## src/rtl/cpu_pkg.sv

```systemverilog
// Shared CPU definitions for the fetch stage and its helpers.
//   NOP_INSTR     : filler word presented when no fetched word is available.
//   fetch_state_t : fetch sequencer states.
package cpu_pkg;

    localparam logic [31:0] NOP_INSTR = 32'hE320_F000;

    typedef enum logic [1:0] {
        S_BOOT = 2'd0,  // nothing pending
        S_RUN  = 2'd1,  // one fetch in flight
        S_HOLD = 2'd2   // stalled, word parked in skid
    } fetch_state_t;

endpackage

```

## src/rtl/fetch_skid_buf.sv

```systemverilog
// One-entry skid register holding {instr, pc, tag} while downstream stalls.
// Ports:
//   clk, rst_n            : clock, asynchronous active-low reset
//   load                  : capture load_* fields and set valid
//   clear                 : drop the held word (wins over load)
//   load_instr/pc/tag     : word to park
//   valid                 : a word is held
//   held_instr/pc/tag     : the held word
module fetch_skid_buf (
    input  logic        clk,
    input  logic        rst_n,
    input  logic        load,
    input  logic        clear,
    input  logic [31:0] load_instr,
    input  logic [31:0] load_pc,
    input  logic        load_tag,
    output logic        valid,
    output logic [31:0] held_instr,
    output logic [31:0] held_pc,
    output logic        held_tag
);

    always_ff @(posedge clk or negedge rst_n) begin
        if (!rst_n) begin
            valid      <= 1'b0;
            held_instr <= '0;
            held_pc    <= '0;
            held_tag   <= 1'b0;
        end else if (clear) begin
            valid      <= 1'b0;
        end else if (load) begin
            valid      <= 1'b1;
            held_instr <= load_instr;
            held_pc    <= load_pc;
            held_tag   <= load_tag;
        end
    end

endmodule

```

## src/rtl/fetch_unit.sv

```systemverilog
// Instruction-fetch stage: owns the PC, drives a 1-cycle-latency synchronous
// instruction memory and presents each word with its branch epoch tag.
// Downstream stalls are absorbed by a one-entry skid register.
// Ports:
//   clk, rst_n     : clock, asynchronous active-low reset
//   sel_stall      : downstream stall
//   branch_taken   : redirect pulse from execute
//   branch_addr    : redirect byte address (bits [1:0] ignored)
//   imem_addr      : word address to instruction memory (pc[IMEM_AW+1:2])
//   imem_rdata     : memory data for the address captured last edge
//   instr_out      : presented instruction
//   branch_tag     : epoch of instr_out
//   branch_ref     : current epoch
//   instr_pc       : byte address of instr_out
//   valid_out      : instr_out is a real fetched word
module fetch_unit
    import cpu_pkg::*;
#(
    parameter logic [31:0] RESET_PC = 32'h0000_0000,
    parameter int unsigned IMEM_AW  = 10
) (
    input  logic               clk,
    input  logic               rst_n,
    input  logic               sel_stall,
    input  logic               branch_taken,
    input  logic [31:0]        branch_addr,
    output logic [IMEM_AW-1:0] imem_addr,
    input  logic [31:0]        imem_rdata,
    output logic [31:0]        instr_out,
    output logic               branch_tag,
    output logic               branch_ref,
    output logic [31:0]        instr_pc,
    output logic               valid_out
);

    fetch_state_t state, state_nx;
    logic [31:0]  pc, pc_nx;
    logic         epoch, epoch_nx;
    logic         pend_valid, pend_valid_nx;
    logic [31:0]  pend_pc, pend_pc_nx;
    logic         pend_tag, pend_tag_nx;
    logic         issue;
    logic         skid_load, skid_clear;
    logic         skid_valid, skid_tag;
    logic [31:0]  skid_instr, skid_pc;
    logic [31:0]  branch_target;

    // Word-align the redirect target; masking keeps every input bit used.
    assign branch_target = branch_addr & ~32'h3;

    always_ff @(posedge clk or negedge rst_n) begin
        if (!rst_n) begin
            state      <= S_BOOT;
            pc         <= RESET_PC;
            epoch      <= 1'b0;
            pend_valid <= 1'b0;
            pend_pc    <= '0;
            pend_tag   <= 1'b0;
        end else begin
            state      <= state_nx;
            pc         <= pc_nx;
            epoch      <= epoch_nx;
            pend_valid <= pend_valid_nx;
            pend_pc    <= pend_pc_nx;
            pend_tag   <= pend_tag_nx;
        end
    end

    always_comb begin
        state_nx      = state;
        pc_nx         = pc;
        epoch_nx      = epoch;
        pend_valid_nx = pend_valid;
        pend_pc_nx    = pend_pc;
        pend_tag_nx   = pend_tag;
        issue         = 1'b0;
        skid_load     = 1'b0;
        skid_clear    = 1'b0;

        if (branch_taken) begin
            // Redirect overrides stall: flush everything in flight.
            pc_nx         = branch_target;
            epoch_nx      = ~epoch;
            pend_valid_nx = 1'b0;
            skid_clear    = 1'b1;
            state_nx      = S_BOOT;
        end else begin
            unique case (state)
                S_BOOT: begin
                    if (!sel_stall) begin
                        issue    = 1'b1;
                        state_nx = S_RUN;
                    end
                end
                S_RUN: begin
                    if (!sel_stall) begin
                        issue = 1'b1;
                    end else begin
                        // Park the returning word; pc stays so memory keeps
                        // addressing the next sequential word.
                        skid_load     = 1'b1;
                        pend_valid_nx = 1'b0;
                        state_nx      = S_HOLD;
                    end
                end
                S_HOLD: begin
                    if (!sel_stall) begin
                        issue      = 1'b1;
                        skid_clear = 1'b1;
                        state_nx   = S_RUN;
                    end
                end
                default: state_nx = S_BOOT;
            endcase

            if (issue) begin
                pend_pc_nx    = pc;
                pend_tag_nx   = epoch;
                pend_valid_nx = 1'b1;
                pc_nx         = pc + 32'd4;
            end
        end
    end

    fetch_skid_buf u_skid (
        .clk        (clk),
        .rst_n      (rst_n),
        .load       (skid_load),
        .clear      (skid_clear),
        .load_instr (imem_rdata),
        .load_pc    (pend_pc),
        .load_tag   (pend_tag),
        .valid      (skid_valid),
        .held_instr (skid_instr),
        .held_pc    (skid_pc),
        .held_tag   (skid_tag)
    );

    assign imem_addr  = pc[IMEM_AW+1:2];
    assign branch_ref = epoch;

    always_comb begin
        instr_out  = NOP_INSTR;
        instr_pc   = pc;
        branch_tag = epoch;
        valid_out  = 1'b0;
        if (skid_valid) begin
            instr_out  = skid_instr;
            instr_pc   = skid_pc;
            branch_tag = skid_tag;
            valid_out  = 1'b1;
        end else if (pend_valid) begin
            instr_out  = imem_rdata;
            instr_pc   = pend_pc;
            branch_tag = pend_tag;
            valid_out  = 1'b1;
        end
    end

endmodule

```

## config.mk

```make
export PLATFORM = sky130hd
export DESIGN_NAME = fetch_unit
export DESIGN_NICKNAME = d
export VERILOG_FILES = /design/src/rtl/cpu_pkg.sv /design/src/rtl/fetch_skid_buf.sv /design/src/rtl/fetch_unit.sv
export SDC_FILE = /design/constraint.sdc
export NUM_CORES = 1
export LEC_CHECK = 0
export ABC_AREA = 1
export CORE_MARGIN = 1.5
export CORE_UTILIZATION = 35
export DETAILED_ROUTE_END_ITERATION = 8
export SLEW_MARGIN = 15
export SYNTH_ARGS = -nofsm -noshare
export SYNTH_HDL_FRONTEND = slang
export SYNTH_SLANG_ARGS = --single-unit
```

## constraint.sdc

```tcl
create_clock -name clk -period 2.4 [get_ports clk]
set_clock_uncertainty 0.2 [all_clocks]
set_input_delay 0.36 -clock clk [delete_from_list [all_inputs] [get_ports clk]]
set_output_delay 0.36 -clock clk [all_outputs]
set_load 0.05 [all_outputs]
```

Yosys cells after proc, flatten, opt, wreduce, memory -nomap -nowiden:

Cells that the tools add are included.

* bits in registers: 135
* bits in latches: 0
* RAM bits: 0
* ROM bits: 0
* input bits: 68
* output and inout bits: 77
* memories kept: 0

* add/subtract/negate cells: 1
* multipliers: 0
* divide/modulo/power cells: 0
* $lt $le $gt $ge: 0
* equality and inequality tests: 4
* shifts and indexed selects: 0
* mux-type cells: 28
* bitwise operators: 3
* reduce and logical (&&, ||, !) cells: 11

Operators by type and width (number)
* two-way mux 32 bit: 6
* adder 32 x 3 -> 32 bit, second input constant: 1
* two-way mux 1 bit: 18
* AND reduction 2 bit: 4
* two-way mux 2 bit: 3
* nonzero test 3 bit: 2
* case mux 2 bit (2 select lines): 1
* nonzero test 2 bit: 2
* inequality test 3 x 2 -> 1 bit, second input constant: 1
* inequality test 3 bit, second input constant: 1
* inverter 1 bit: 3
* OR reduction 3 bit: 1
* == test 2 x 1 -> 1 bit, second input constant: 1
* == test 2 bit, second input constant: 1
* zero test 2 bit: 1
* OR reduction 2 bit: 1

Depth between registers and ports, before layout:

Gate-level depths: netlist (run 1).

* depth after elaboration: 6
* depth in mapped cells: 10
* gate-level depth less buffers: 10

By module:

A second synthesis (run 1) with hierarchy kept.

* cell total of the unflattened synthesis: 945
* area, all modules: 7156.9 sq um

Modules (own cells, without submodules)
* fetch_unit: instances 1, cells each 659, area each 4543.1 sq um
* fetch_skid_buf: instances 1, cells each 286, area each 2613.8 sq um

Worst setup path after synthesis (run 1):

Ideal clock, no wire load.

* path kind: register -> output
* start point: reg u_skid.valid
* end point: out instr_out[0]
* arrival time: 2.010 ns
* required time: 1.840 ns
* path slack: -0.170 ns
* stages on the path, launching flop included: 6
* buffers on the path: 2
* cell sequence: dfrtp_1 -> buf_2 -> nor2_1 -> inv_2 -> clkbuf_1 -> o21ai_0

* longest elaborated chain between the ends: 1

Ends and longest elaborated chain
* from (decl): RTL line fetch_skid_buf.sv:17 `output logic valid,`
* from (signal assigned): RTL line fetch_skid_buf.sv:25 `valid <= 1'b0;`
* from (signal assigned): RTL line fetch_skid_buf.sv:30 `valid <= 1'b0;`
* from (signal assigned): RTL line fetch_skid_buf.sv:32 `valid <= 1'b1;`
* two-way mux 32 bit: RTL line fetch_unit.sv:147 `if (skid_valid) begin`
* to (decl): RTL line fetch_unit.sv:29 `output logic [31:0] instr_out,`

No other way between the ends.

Worst setup path after layout (run 1):

* start point: reg pc[3]
* end point: out imem_addr[1]

RTL lines
* from (decl): RTL line fetch_unit.sv:37 `logic [31:0] pc, pc_nx;`
* from (signal assigned): RTL line fetch_unit.sv:61 `pc <= pc_nx;`
* to (decl): RTL line fetch_unit.sv:27 `output logic [IMEM_AW-1:0] imem_addr,`

No word-level cell between the ends.

==> run summary, run 1 <==
The average size of a mapped cell works out to 7.490 sq um. The worst register-to-register path ends at pc[20]. The run finished with clean final reports.

The number of cells on the worst reg-to-reg path was 10; the overall fraction of global-route tracks in use was 20.05%. The post-route minimum period is 2.332 ns, and the H-tree depth is 4. The tools report the minimum setup slack among reg-to-reg paths as 0.40 ns. Diode insertion count for antenna repair: 0.

In this run the count of I/O pins placed on the die edge is 145. After synthesis, flip-flops and latches occupy 46.75% of the total area. The total overflow left after global routing is 0. Setup slack closes at 0.06751 ns. At the end of the flow, the number of nets in the layout was 1119. Critical path buffer and inverter count: 1. Among cell families on the critical path, the largest total delay comes from buffers and inverters.

In this run the clock root is driven by a sky130_fd_sc_hd__clkbuf_16. The die span in x was 143.5 microns; the mux share of post-synthesis cell area was 0%. The total clock sinks is 129, and the number of instances in the synthesized netlist is 922. Summing all non-filler instances in the final layout gives an area of 9918 sq um. The run gives 0 as the number of slew-limit violations in the final report. The area growth from synthesis to layout is 43.63%, and the internal power summed over all cells is 5.280 mW. Share of the core filled with cells: 51.13%. The post-synthesis share of cell area spent on xor and xnor gates works out to 0.3805%. The via-per-instance ratio came out at 4.781. Initial antenna violation count: 1.

Path category of the worst min-delay check: input pin to async pin. Of the cells placed in the final design, the portion with a size suffix greater than 1 is 15.46%. Hold timing on the final database bottoms out at a slack of 0.1854 ns. For the pin with the worst max-slew slack, the measured transition is 0.5550 ns. The tools report the required time of the critical path as 1.84 ns. From bottom edge to top edge, the die measures 143.5 microns.

Routability-driven placement finished with a final weighted congestion of 0.8237. The largest net degree at the start of global routing came out at 70. The first global-routing pass estimated 31860 microns of wire. The clock passes through at most 2 buffers.

The tools report the kind of start point of the critical path as a flop. The library cell used most frequently in the layout, excluding fill and tap cells, is sky130_fd_sc_hd__nand2_1. After legalization and detailed placement, the total HPWL measured 13520 microns. STA classifies the critical path endpoint as a primary output. The largest single stage delay on the critical path is 0.87 ns.

TritonCTS built the clock tree. Power spread over the standard cell area amounts to 810.5 nW/um^2. Netlist area before placement: 6905 sq um.

The top cell types in the final layout, fill and taps aside, are sky130_fd_sc_hd__nand2_1 (276), sky130_fd_sc_hd__dfrtp_1 (128), sky130_fd_sc_hd__inv_1 (110). The maximum fanout encountered on the critical timing path was 7; the clock latency on the worst-skew pair was 0.42 ns. The switching power summed over all nets is 2.758 mW. The logs give 1326 for the final standard cell count with taps included and fillers excluded and 0 for the number of antenna-violating nets in the routed design. Setup repair after global routing could not meet its margin everywhere. The first detailed-routing pass ran for 6 iterations. Dividing the final minimum period by the clock period gives 97.19%. The switching fraction of total power is 34.31%. The overall die area was 20580 sq um.

The worst register-to-register path begins at pc[3]. Counting distinct cell types in the post-synthesis netlist gives 29. Yosys printed 0 warnings. The area of the placeable core came out at 19400 sq um. The floorplan has 51 rows.

After clock tree synthesis, the clock-pin slew on the worst setup and hold paths is 0.06 ns. The sum of negative setup slack was 0 ns. Library cell contributing the largest single delay on the critical path: sky130_fd_sc_hd__clkdlybuf4s50_1.

Based on the critical path, the design can be clocked at up to 428.7 MHz. The logs give 62.94% for the normalized max-slew margin and 9203 sq um for the cell area after placement. The signal on the critical path passes through clkdlybuf4s50_1.

Power share of the combinational group: 33.6%. The compound-gate portion of the synthesized area was 16.54%. Setup violations remaining at the end of the flow were counted as 0. The wire length per cell after detailed routing came out at 14.72 microns. The logs give 1.77 ns for the arrival time at the worst endpoint and 440 for the detailed router's first-iteration violation count.

For the number of CTS-inserted buffers, the log shows 17. Of the total synthesized cell area, the portion taken by AND, OR, NAND and NOR gates is 24.93%. The number of buffers inserted by port buffering is 140, and the cell count after placement is 1289. Post-detailed-route DRC marker count: 0. The logs give 19520 microns for the overall routed net length and 31.0% for the share of power burned in the clock network.

The synthesized design contains 129 register bits. Across all layers, the routed design uses 6340 vias. The initial utilization of the core area, before any placement, comes to 35.60%. The share of synthesized cell area in full adder, half adder and majority cells is 0.1812%. Via count of the first global-routing pass: 6025. IR analysis of the VDD net gives a maximum drop of 532.2 uV. Sequential cells burn 35.4% of the power.

The total count of hold-check failures in the final report is 0. After synthesis, the largest family of logic cells by area is simple AND/OR/NAND/NOR gates. The class of the most critical setup path was flop to primary output.

Across the run, the number of max-cap violations was 0. The tools report the static leakage as 4.575 nW. After layout, the design draws a total of 8.038 mW. Before CTS, the worst setup slack after placement is 0.2412 ns.
## kinds of logic after synthesis
kind of cell	count (synthesis)
adder cells (fa/ha/maj)	1
AO/OA/AOI/OAI	196
other	1
AND/OR/NAND/NOR	417
flip-flops	129
buffers and inverters	175
XOR/XNOR	3
## power groups by stage
stage	Sequential [mW]	Clock [mW]	Combinational [mW]
2_1_floorplan	2.83	0	1.50
3_3_place_gp	2.87	0	2.62
3_5_place_dp	2.87	0	2.65
4_1_cts	2.84	2.55	2.70
5_1_grt	2.90	2.65	2.91
6_report	2.85	2.49	2.70
## registers in the layout (all words and copies together) (netlist names)
signal,flops
branch_ref,1
pc,30
pend_pc,30
pend_tag,1
pend_valid,1
state,2
u_skid.held_instr,32
u_skid.held_pc,30
u_skid.held_tag,1
u_skid.valid,1
## worst register-to-register path: stages, from the launching register on
cell	delay, ns
sky130_fd_sc_hd__dfrtp_1	0.48
sky130_fd_sc_hd__ha_1	0.28
sky130_fd_sc_hd__nand2_1	0.09
sky130_fd_sc_hd__nor2_2	0.16
sky130_fd_sc_hd__nand2_1	0.14
sky130_fd_sc_hd__nor2_1	0.21
sky130_fd_sc_hd__nand2_1	0.08
sky130_fd_sc_hd__nand2_1	0.07
sky130_fd_sc_hd__nand3_1	0.07
sky130_fd_sc_hd__nand2_1	0.07
sky130_fd_sc_hd__nand2_1	0.05
## layer usage
layer  vias up  wire (microns)  global-route usage, %
li1       3212               -                      -
met1      2912            8906                  26.93
met2       194            8658                  29.78
met3        20            1733                  7.664
met4         2             212                  6.176
met5         -              13                      0
## timing repair
item                                    CTS  global route
buffers inserted                          1             5
hold buffers                              1             0
pin swaps                                 1             2
gates resized for setup                  29             8
hold endpoints to repair                106             0
endpoints found under the setup margin   53            45
## area by class of cell
| class | count | area, sq um |
|---|---|---|
| inverters | 115 | 439.2 |
| fillers | 1862 | 9480 |
| multi-input cells | 619 | 2995 |
| clock inverters | 7 | 85.08 |
| repair buffers | 168 | 2370 |
| well taps | 265 | 331.6 |
| flip-flops and latches | 129 | 3229 |
| clock buffers | 23 | 467.9 |
## cell usage after synthesis (all sizes together)
library cell | count | share of area, %
ha | 1 | 0.18
nor2 | 84 | 5.5
buf | 41 | 3.9
nor3 | 3 | 0.29
xnor2 | 1 | 0.13
clkbuf | 19 | 1.0
o211ai | 7 | 0.76
nand4 | 4 | 0.36
o221ai | 30 | 3.8
xor2 | 2 | 0.25
conb | 1 | 0.054
nand3 | 40 | 2.9
a21oi | 24 | 1.7
a31oi | 3 | 0.27
o2111ai | 1 | 0.13
nand2 | 286 | 16
dfrtp | 129 | 47
o21ai | 129 | 9.6
inv | 115 | 6.3
o31ai | 2 | 0.22
## how the worst max path moves through the flow
stage | slack (ns) | cells after the start | startpoint | endpoint
finish | 0.07 | 1 | pc[3] | imem_addr[1]
global placement | 0.26 | 5 | u_skid.valid | instr_out[2]
CTS | -0.02 | 5 | pend_valid | instr_pc[29]
floorplan | -0.17 | 5 | u_skid.valid | instr_out[0]
detailed placement | 0.24 | 5 | u_skid.valid | instr_out[9]
global route | -0.02 | 5 | u_skid.valid | instr_pc[21]
No activity file was read; power rests on OpenSTA's default activity.
==> run 2: changes to the inputs <==
--- a/config.mk
+++ b/config.mk
@@ -7,8 +7,9 @@
 export LEC_CHECK = 0
 export ABC_AREA = 1
 export CORE_MARGIN = 1.5
-export CORE_UTILIZATION = 35
+export CORE_UTILIZATION = 56
 export DETAILED_ROUTE_END_ITERATION = 8
+export PLACE_DENSITY = 0.87
 export SLEW_MARGIN = 15
 export SYNTH_ARGS = -nofsm -noshare
 export SYNTH_HDL_FRONTEND = slang
==> run 2 against run 1 <==
  * Routed wire length up 6.7%
  * Die area fell by 37%
  * Power up 3.2%
  * Highest routed layer is now met4
  * Utilization rose by 31 points
  * Clock power increased by 7%
  * Clock-buffer cell count is the same
  * Sequential share of layout area increased by 0.31 points
  * Maximum frequency down 3.5%
  * Global-route usage is 14 points higher
  * Register-to-register slack lost 0.11 ns
  * The run now ends with negative setup slack left
  * Via count rose by 9.7%
==> run summary, run 2 (synthesis gave the netlist of run 1 again) <==
Cell area after placement: 8962 sq um. The wire length of the first global-routing pass is 33730 microns. The run gives 6830 as the via count of the first global-routing pass. The repair_antennas step left the layout with diodes totalling 0. The clock root buffer is sky130_fd_sc_hd__clkbuf_16.

Across every metal layer, demand over resource in global routing totals 33.73%. At the worst endpoint, the arrival time is 1.86 ns. For this block, the routed nets add up to 20830 microns of wire. The final worst slack was -0.01819 ns; the clock transition time at the flip-flop clock pins of the worst setup and hold paths was 0.06 ns.

Measured along the y axis, the die boundary spans 114.0 microns. In the routed layout, each cell is associated on average with a via count of 5.757. The register with the most flip-flops in the layout has 32 of them. For this run, design rule violations remaining after detail routing come to 0. The logs give 4.594 nW for the static leakage and 0 for the total congestion overflow. The most congested layer reported by global routing was met2. Setup violations remaining at the end of the flow were counted as 4. Path category of the worst min-delay check: input pin to async pin. Fill cells in the final layout number 714. The critical path is of the flop to primary output type. Setup repair after global routing could not meet its margin everywhere. For the number of CTS-inserted buffers, the log shows 17. The final reports fail on negative setup slack. Across all hold checks on the routed design, the worst slack comes to 0.2429 ns.

For the multi-input combinational cell area, the log shows 3042 sq um. After the last flow step, the layout net total stands at 1117. The met3 track demand over resource came out at 10.41%.

The tools report the kind of start point of the critical path as a flop. The logs give 413.5 MHz for the upper clock frequency limit and 0 for the number of antenna-violating nets in the routed design. The total clock sinks was 129; the transition time at the pin with the least slew margin was 0.6107 ns. The H-tree was split into 4 levels. The worst pin sits at a relative slew slack of 59.29%.

The worst setup path is captured at a primary output. The total number of vias was 6955; the wire length per cell after detailed routing was 17.24 microns. The total of max-cap violations was 0; the clock latency on the worst-skew pair was 0.43 ns.

Compared with the post-synthesis result, the final layout area differs by 42.29%. In this run the power density over the cells is 843.9 nW/um^2. The initialized floorplan defines 40 standard-cell rows. The largest net degree at the start of global routing came out at 67. The floorplan step defined a core boundary enclosing 12010 sq um. The tools report the starting density of the core as 57.49%.

The worst voltage drop across the vdd grid came out at 491.4 uV. The post-route clock period utilization is 100.8%. The die span in x works out to 114.0 microns. The library cell used most frequently in the layout, excluding fill and tap cells, is sky130_fd_sc_hd__nand2_1. The post-route minimum period came out at 2.418 ns.

Initial antenna violation count: 0. Detailed router's first-iteration violation count: 731. TritonCTS built the clock tree. The number of buffers inserted by port buffering is 140, and the share of post-route cells with drive strength above 1 is 16.40%. At the worst endpoint, the required time is 1.84 ns. The run finished, with violations left.

u_skid.held_instr holds more flip-flops than any other register. The longest clock path from root to sink contains 2 buffers. In the layout the commonest cells are sky130_fd_sc_hd__nand2_1 (276), sky130_fd_sc_hd__dfrtp_1 (128), sky130_fd_sc_hd__inv_1 (110). After legalization and detailed placement, the total HPWL measured 12700 microns. Registers take 3229 sq um. The congestion estimate from routability-driven global placement came to 0.9684.

The maximum fanout encountered on the critical timing path is 30, and the number of ports placed on the die boundary is 145. The total count of hold-check failures in the final report came out at 0. The tools report the number of slew-limit violations in the final report as 0. Global routing consumed, on the met1 layer, 41.94% of the routing resources. Once layout is done, the placed cells without fillers occupy 9826 sq um. The die covers 13010 sq um. The first TritonRoute pass finished after 6 iterations. For met2 alone, demand over resource in global routing was 54.74%.
## run 2: cell types whose count changed in the layout (fill, tap and decap cells not counted), moves of 2 or more
cell and change:
sky130_fd_sc_hd__buf_12 -6, sky130_fd_sc_hd__clkinv_2 -2, sky130_fd_sc_hd__clkinv_4 +2, sky130_fd_sc_hd__o21ai_1 -4
sky130_fd_sc_hd__o21ai_2 +4, sky130_fd_sc_hd__o221ai_1 -5, sky130_fd_sc_hd__o221ai_2 +5
## run 2: worst paths after layout
path,start,end,slack (ns),depth (start not counted)
worst min register to register,u_skid.held_instr[2],u_skid.held_instr[2],0.29,2
max in group asynchronous,rst_n,u_skid.valid,1.15,3
worst min-delay path,rst_n,pc[10],0.24,2
worst max register to register,pc[3],pc[20],0.29,10
min in group clk,u_skid.held_instr[2],u_skid.held_instr[2],0.29,2
worst max-delay path,u_skid.valid,instr_pc[29],-0.02,5
## run 2: area by class of cell
| cell class | instances | area share (%) |
|---|---|---|
| multi-input combinational | 619 | 30.96 |
| inverter | 115 | 4.470 |
| tap | 147 | 1.872 |
| timing repair inverter | 1 | 0.06367 |
| clock buffer | 23 | 4.864 |
| clock inverter | 9 | 1.324 |
| sequential | 129 | 32.87 |
| timing repair buffer | 165 | 23.58 |
## run 2: stage by stage
step	cells	TNS (ns)	total power, mW	setup slack, ns	util (%)
final	1208	-0.03606	8.292	-0.01819	81.80
after global routing	1208	-0.7899	8.630	-0.07008	81.80
after CTS	1208	-0.08975	8.242	-0.03582	80.99
after detailed placement	1167	0	5.472	0.1645	74.61
after global placement	1167	0	5.399	0.2228	74.61
after floorplan	923	-2.368	4.333	-0.1698	-
## run 2: power by group
part,switching (mW),internal (mW),leakage (nW)
Clock,0.957,1.71,0.297
Sequential,0.289,2.58,1.59
Combinational,1.63,1.12,2.71
## run 2: worst max-delay path, cell delays in order, from the launching register on
cell	delay, ns
sky130_fd_sc_hd__dfrtp_2	0.44
sky130_fd_sc_hd__inv_1	0.09
sky130_fd_sc_hd__nand2_1	0.08
sky130_fd_sc_hd__buf_6	0.23
sky130_fd_sc_hd__o221ai_1	0.38
sky130_fd_sc_hd__buf_12	0.20
## run 2: per-layer routing
metal	part of all wire [%]	routed length, microns
met1	38	7964
met2	49	10160
met3	9.8	2047
met4	3.1	648
met5	0	0
## run 2: repair_timing
action | 4_1_cts | 5_1_grt
setup endpoints to repair | 53 | 42
pin swaps | 2 | 1
buffers inserted | 6 | 0
hold endpoints to repair | 34 | 0
gates cloned | 2 | 0
gates resized for setup | 25 | 21
hold buffers | 1 | 0
==> run 3: changes to the inputs <==
--- a/config.mk
+++ b/config.mk
@@ -7,9 +7,9 @@
 export LEC_CHECK = 0
 export ABC_AREA = 1
 export CORE_MARGIN = 1.5
-export CORE_UTILIZATION = 56
+export CORE_UTILIZATION = 47
 export DETAILED_ROUTE_END_ITERATION = 8
-export PLACE_DENSITY = 0.87
+export PLACE_DENSITY = 0.77
 export SLEW_MARGIN = 15
 export SYNTH_ARGS = -nofsm -noshare
 export SYNTH_HDL_FRONTEND = slang
==> constraint.sdc (replaced) <==
create_clock -name clk -period 2.2 [get_ports clk]
set_clock_uncertainty 0.2 [all_clocks]
set_input_delay 0.33 -clock clk [delete_from_list [all_inputs] [get_ports clk]]
set_output_delay 0.33 -clock clk [all_outputs]
set_load 0.05 [all_outputs]
==> run 3 against run 2 <==
  * The flow still finishes with violations (negative setup slack)
  * Clock power up 2%
  * Via count is 3.2% lower
  * Hold slack lost 0.035 ns
  * Flip-flop and latch count unchanged
  * Sequential power grew 8.7%
  * Global-route usage shrank 8.4 points
  * Combinational power grew 14%
  * Critical path depth up 1
  * Critical endpoint is now instr_pc[14]
==> run summary, run 3 (synthesis gave the netlist of run 1 again) <==
The worst flop-to-flop path startpoint was pc[2]. The diode insertion count for antenna repair is 0, and the final estimated routing congestion in global placement is 0.8729. H-tree depth: 4. The run gives 4.681 nW as the static leakage. Leaving out fill and tap cells, the most frequent cell in the layout is sky130_fd_sc_hd__nand2_1. 145 I/O pins were placed. The clock net in this run drives a total of 129 sinks. The critical register-to-register path endpoint was pc[28]. For this run, the number of standard cells in the final layout without fillers is 1253.

Counting the fill cells in the layout gives 1059. The first global-routing pass estimated 31390 microns of wire. The area growth from synthesis to layout is 49.70%. For this run, the total global-route usage over all layers was measured as 25.38%. u_skid.held_instr holds more flip-flops than any other register.

The clock passes through at most 2 buffers. Clock-pin slew was measured on the worst setup and hold paths at 0.05 ns. The flow ran to the end, but the final reports show violations. Timing would allow up to 441.5 MHz.

The die span in x was 124.2 microns; the number of CTS-inserted buffers was 17. The run gives -0.06478 ns as the final worst slack. The library cells used most frequently in the layout, excluding fill and tap cells, are sky130_fd_sc_hd__nand2_1 (268), sky130_fd_sc_hd__dfrtp_1 (128), sky130_fd_sc_hd__inv_1 (109). VDD sags by at most 589.9 uV.

After the last flow step, the layout net total stands at 1126. For this configuration, the core starts out at a cell density of 47.87%. The number of rows created at floorplan is 44, and the area of the placeable core is 14420 sq um. Dividing the detail-routed wire length by the instance count gives 16.37 microns.

The die boundary height is 124.2 microns, and the number of detailed-routing iterations run before antenna repair is 5. The tools report the clock latency on the worst-skew pair as 0.43 ns. TritonCTS built the clock tree.

For the detailed-placement wirelength estimate, the log shows 12850 microns. In this run the tool buffered the top-level ports with 140 buffer cells. The run gives 6302 as the via count of the first global-routing pass.

In this run the remaining antenna-violating nets after routing total 0. The worst setup path is captured at a primary output. The arrival time at the worst endpoint came out at 1.73 ns. The checks that failed: negative setup slack. Setup repair after global routing could not meet its margin everywhere. Post-detailed-route DRC marker count: 0.

The run gives 15430 sq um as the overall die area. Along the worst path, the maximum fanout reaches 7. The cell count after placement was 1210. The logs give 0 for the total count of hold-check failures in the final report and 0.1392 ns for the worst setup slack after placement. The worst path needs 2.265 ns of the cycle, external delays included. Data on the critical path is required at its endpoint by 1.67 ns. The path class of the tightest hold or removal check is input pin to async pin. The critical path is of the flop to primary output type.

The sum of negative setup slack was -0.7910 ns. STA classifies the critical path startpoint as a flop. Setup violations remaining at the end of the flow were counted as 16. In this run the register-to-register setup slack is 0.24 ns.

The overall routed net length was 20510 microns; the flip-flop count of the largest register after layout was 32. Summed over all layers, the global routing overflow is 0. Entering global routing, the biggest net connects 55 pins.

For this design the ratio of total power to cell area is 868.1 nW/um^2. Share of post-route cells with drive strength above 1: 21.80%. The tools report the clock root buffer as sky130_fd_sc_hd__clkbuf_16.

The number of slew-limit violations in the final report was 0; the total of max-cap violations was 0. After layout, the worst path uses 102.9% of the clock period. The detailed router's first-iteration violation count is 426. The final route contains 6732 vias. After detailed routing, the number of vias per cell comes to 5.373. The initial antenna violation count was 0; the number of cells on the worst reg-to-reg path was 10.
[run 3: cell types whose count changed in the layout (fill, tap and decap cells not counted), sizes merged]
cell,change
buf,+12
bufbuf,-1
bufinv,-2
clkbuf,+5
clkdlybuf4s50,-10
clkinv,-1
clkinvlp,-1
dlygate4sd2,+8
dlymetal6s2s,-1
inv,-1
[run 3: power breakdown]
| part | switching, mW | internal [mW] | total, mW | leakage (nW) |
|---|---|---|---|---|
| logic | 1.88 | 1.26 | 3.13 | 2.81 |
| registers | 0.299 | 2.82 | 3.12 | 1.59 |
| clock network | 1.01 | 1.72 | 2.72 | 0.286 |
| total | 3.18 | 5.79 | 8.97 | 4.68 |
[run 3: area by class of cell]
type / count / area [sq um] / share of cell area [%]
inverters: 115 / 436.7 / 4.224
flip-flops and latches: 129 / 3229 / 31.24
repair buffers: 175 / 2275 / 22.00
clock buffers: 26 / 519.2 / 5.023
clock inverters: 5 / 50.05 / 0.4841
well taps: 184 / 230.2 / 2.227
multi-input cells: 619 / 3597 / 34.80
[run 3: metal layers]
layer	share of wire, %	track usage [%]	vias up
met1	40	33.15	3149
li1	-	-	3234
met3	9.5	7.457	51
met2	47	39.66	298
met5	0	0	-
met4	2.7	10.21	0
[run 3: how the worst max path moves through the flow]
stage / startpoint / endpoint / slack (ns) / cells past startpoint
after floorplan: u_skid.valid / instr_out[0] / -0.31 / 5
after global placement: branch_taken / pc[31] / 0.17 / 8
after detailed placement: branch_taken / u_skid.held_pc[28] / 0.14 / 5
after CTS: pend_valid / instr_pc[28] / -0.07 / 6
after global routing: u_skid.valid / instr_pc[29] / -0.11 / 6
final: u_skid.valid / instr_pc[14] / -0.06 / 6
[run 3: per-stage QoR]
stage          hold WS (ns)  total power [mW]  instance area (sq um)  util (%)
2_1_floorplan       -0.1656             4.808                   7072         -
3_3_place_gp         0.1157             5.795                   8957     62.10
3_5_place_dp         0.1222             5.860                   8957     62.10
4_1_cts              0.2132             8.706                   9747     67.57
5_1_grt              0.2538             9.374                  10340     71.67
6_report             0.2083             8.974                  10340     71.67
[run 3: critical path, stage by stage, from the launching register on]
cell                        delay, ns
sky130_fd_sc_hd__dfrtp_2         0.44
sky130_fd_sc_hd__inv_2           0.09
sky130_fd_sc_hd__nand2_4         0.08
sky130_fd_sc_hd__clkbuf_16       0.16
sky130_fd_sc_hd__buf_8           0.16
sky130_fd_sc_hd__o221ai_2        0.19
sky130_fd_sc_hd__buf_6           0.18
[run 3: timing repair]
action,4_1_cts,5_1_grt
hold endpoints to repair,30,0
buffers inserted,2,7
pin swaps,3,1
resized for setup,62,73
setup endpoints to repair,61,53
hold buffers,1,0
cloned,0,3
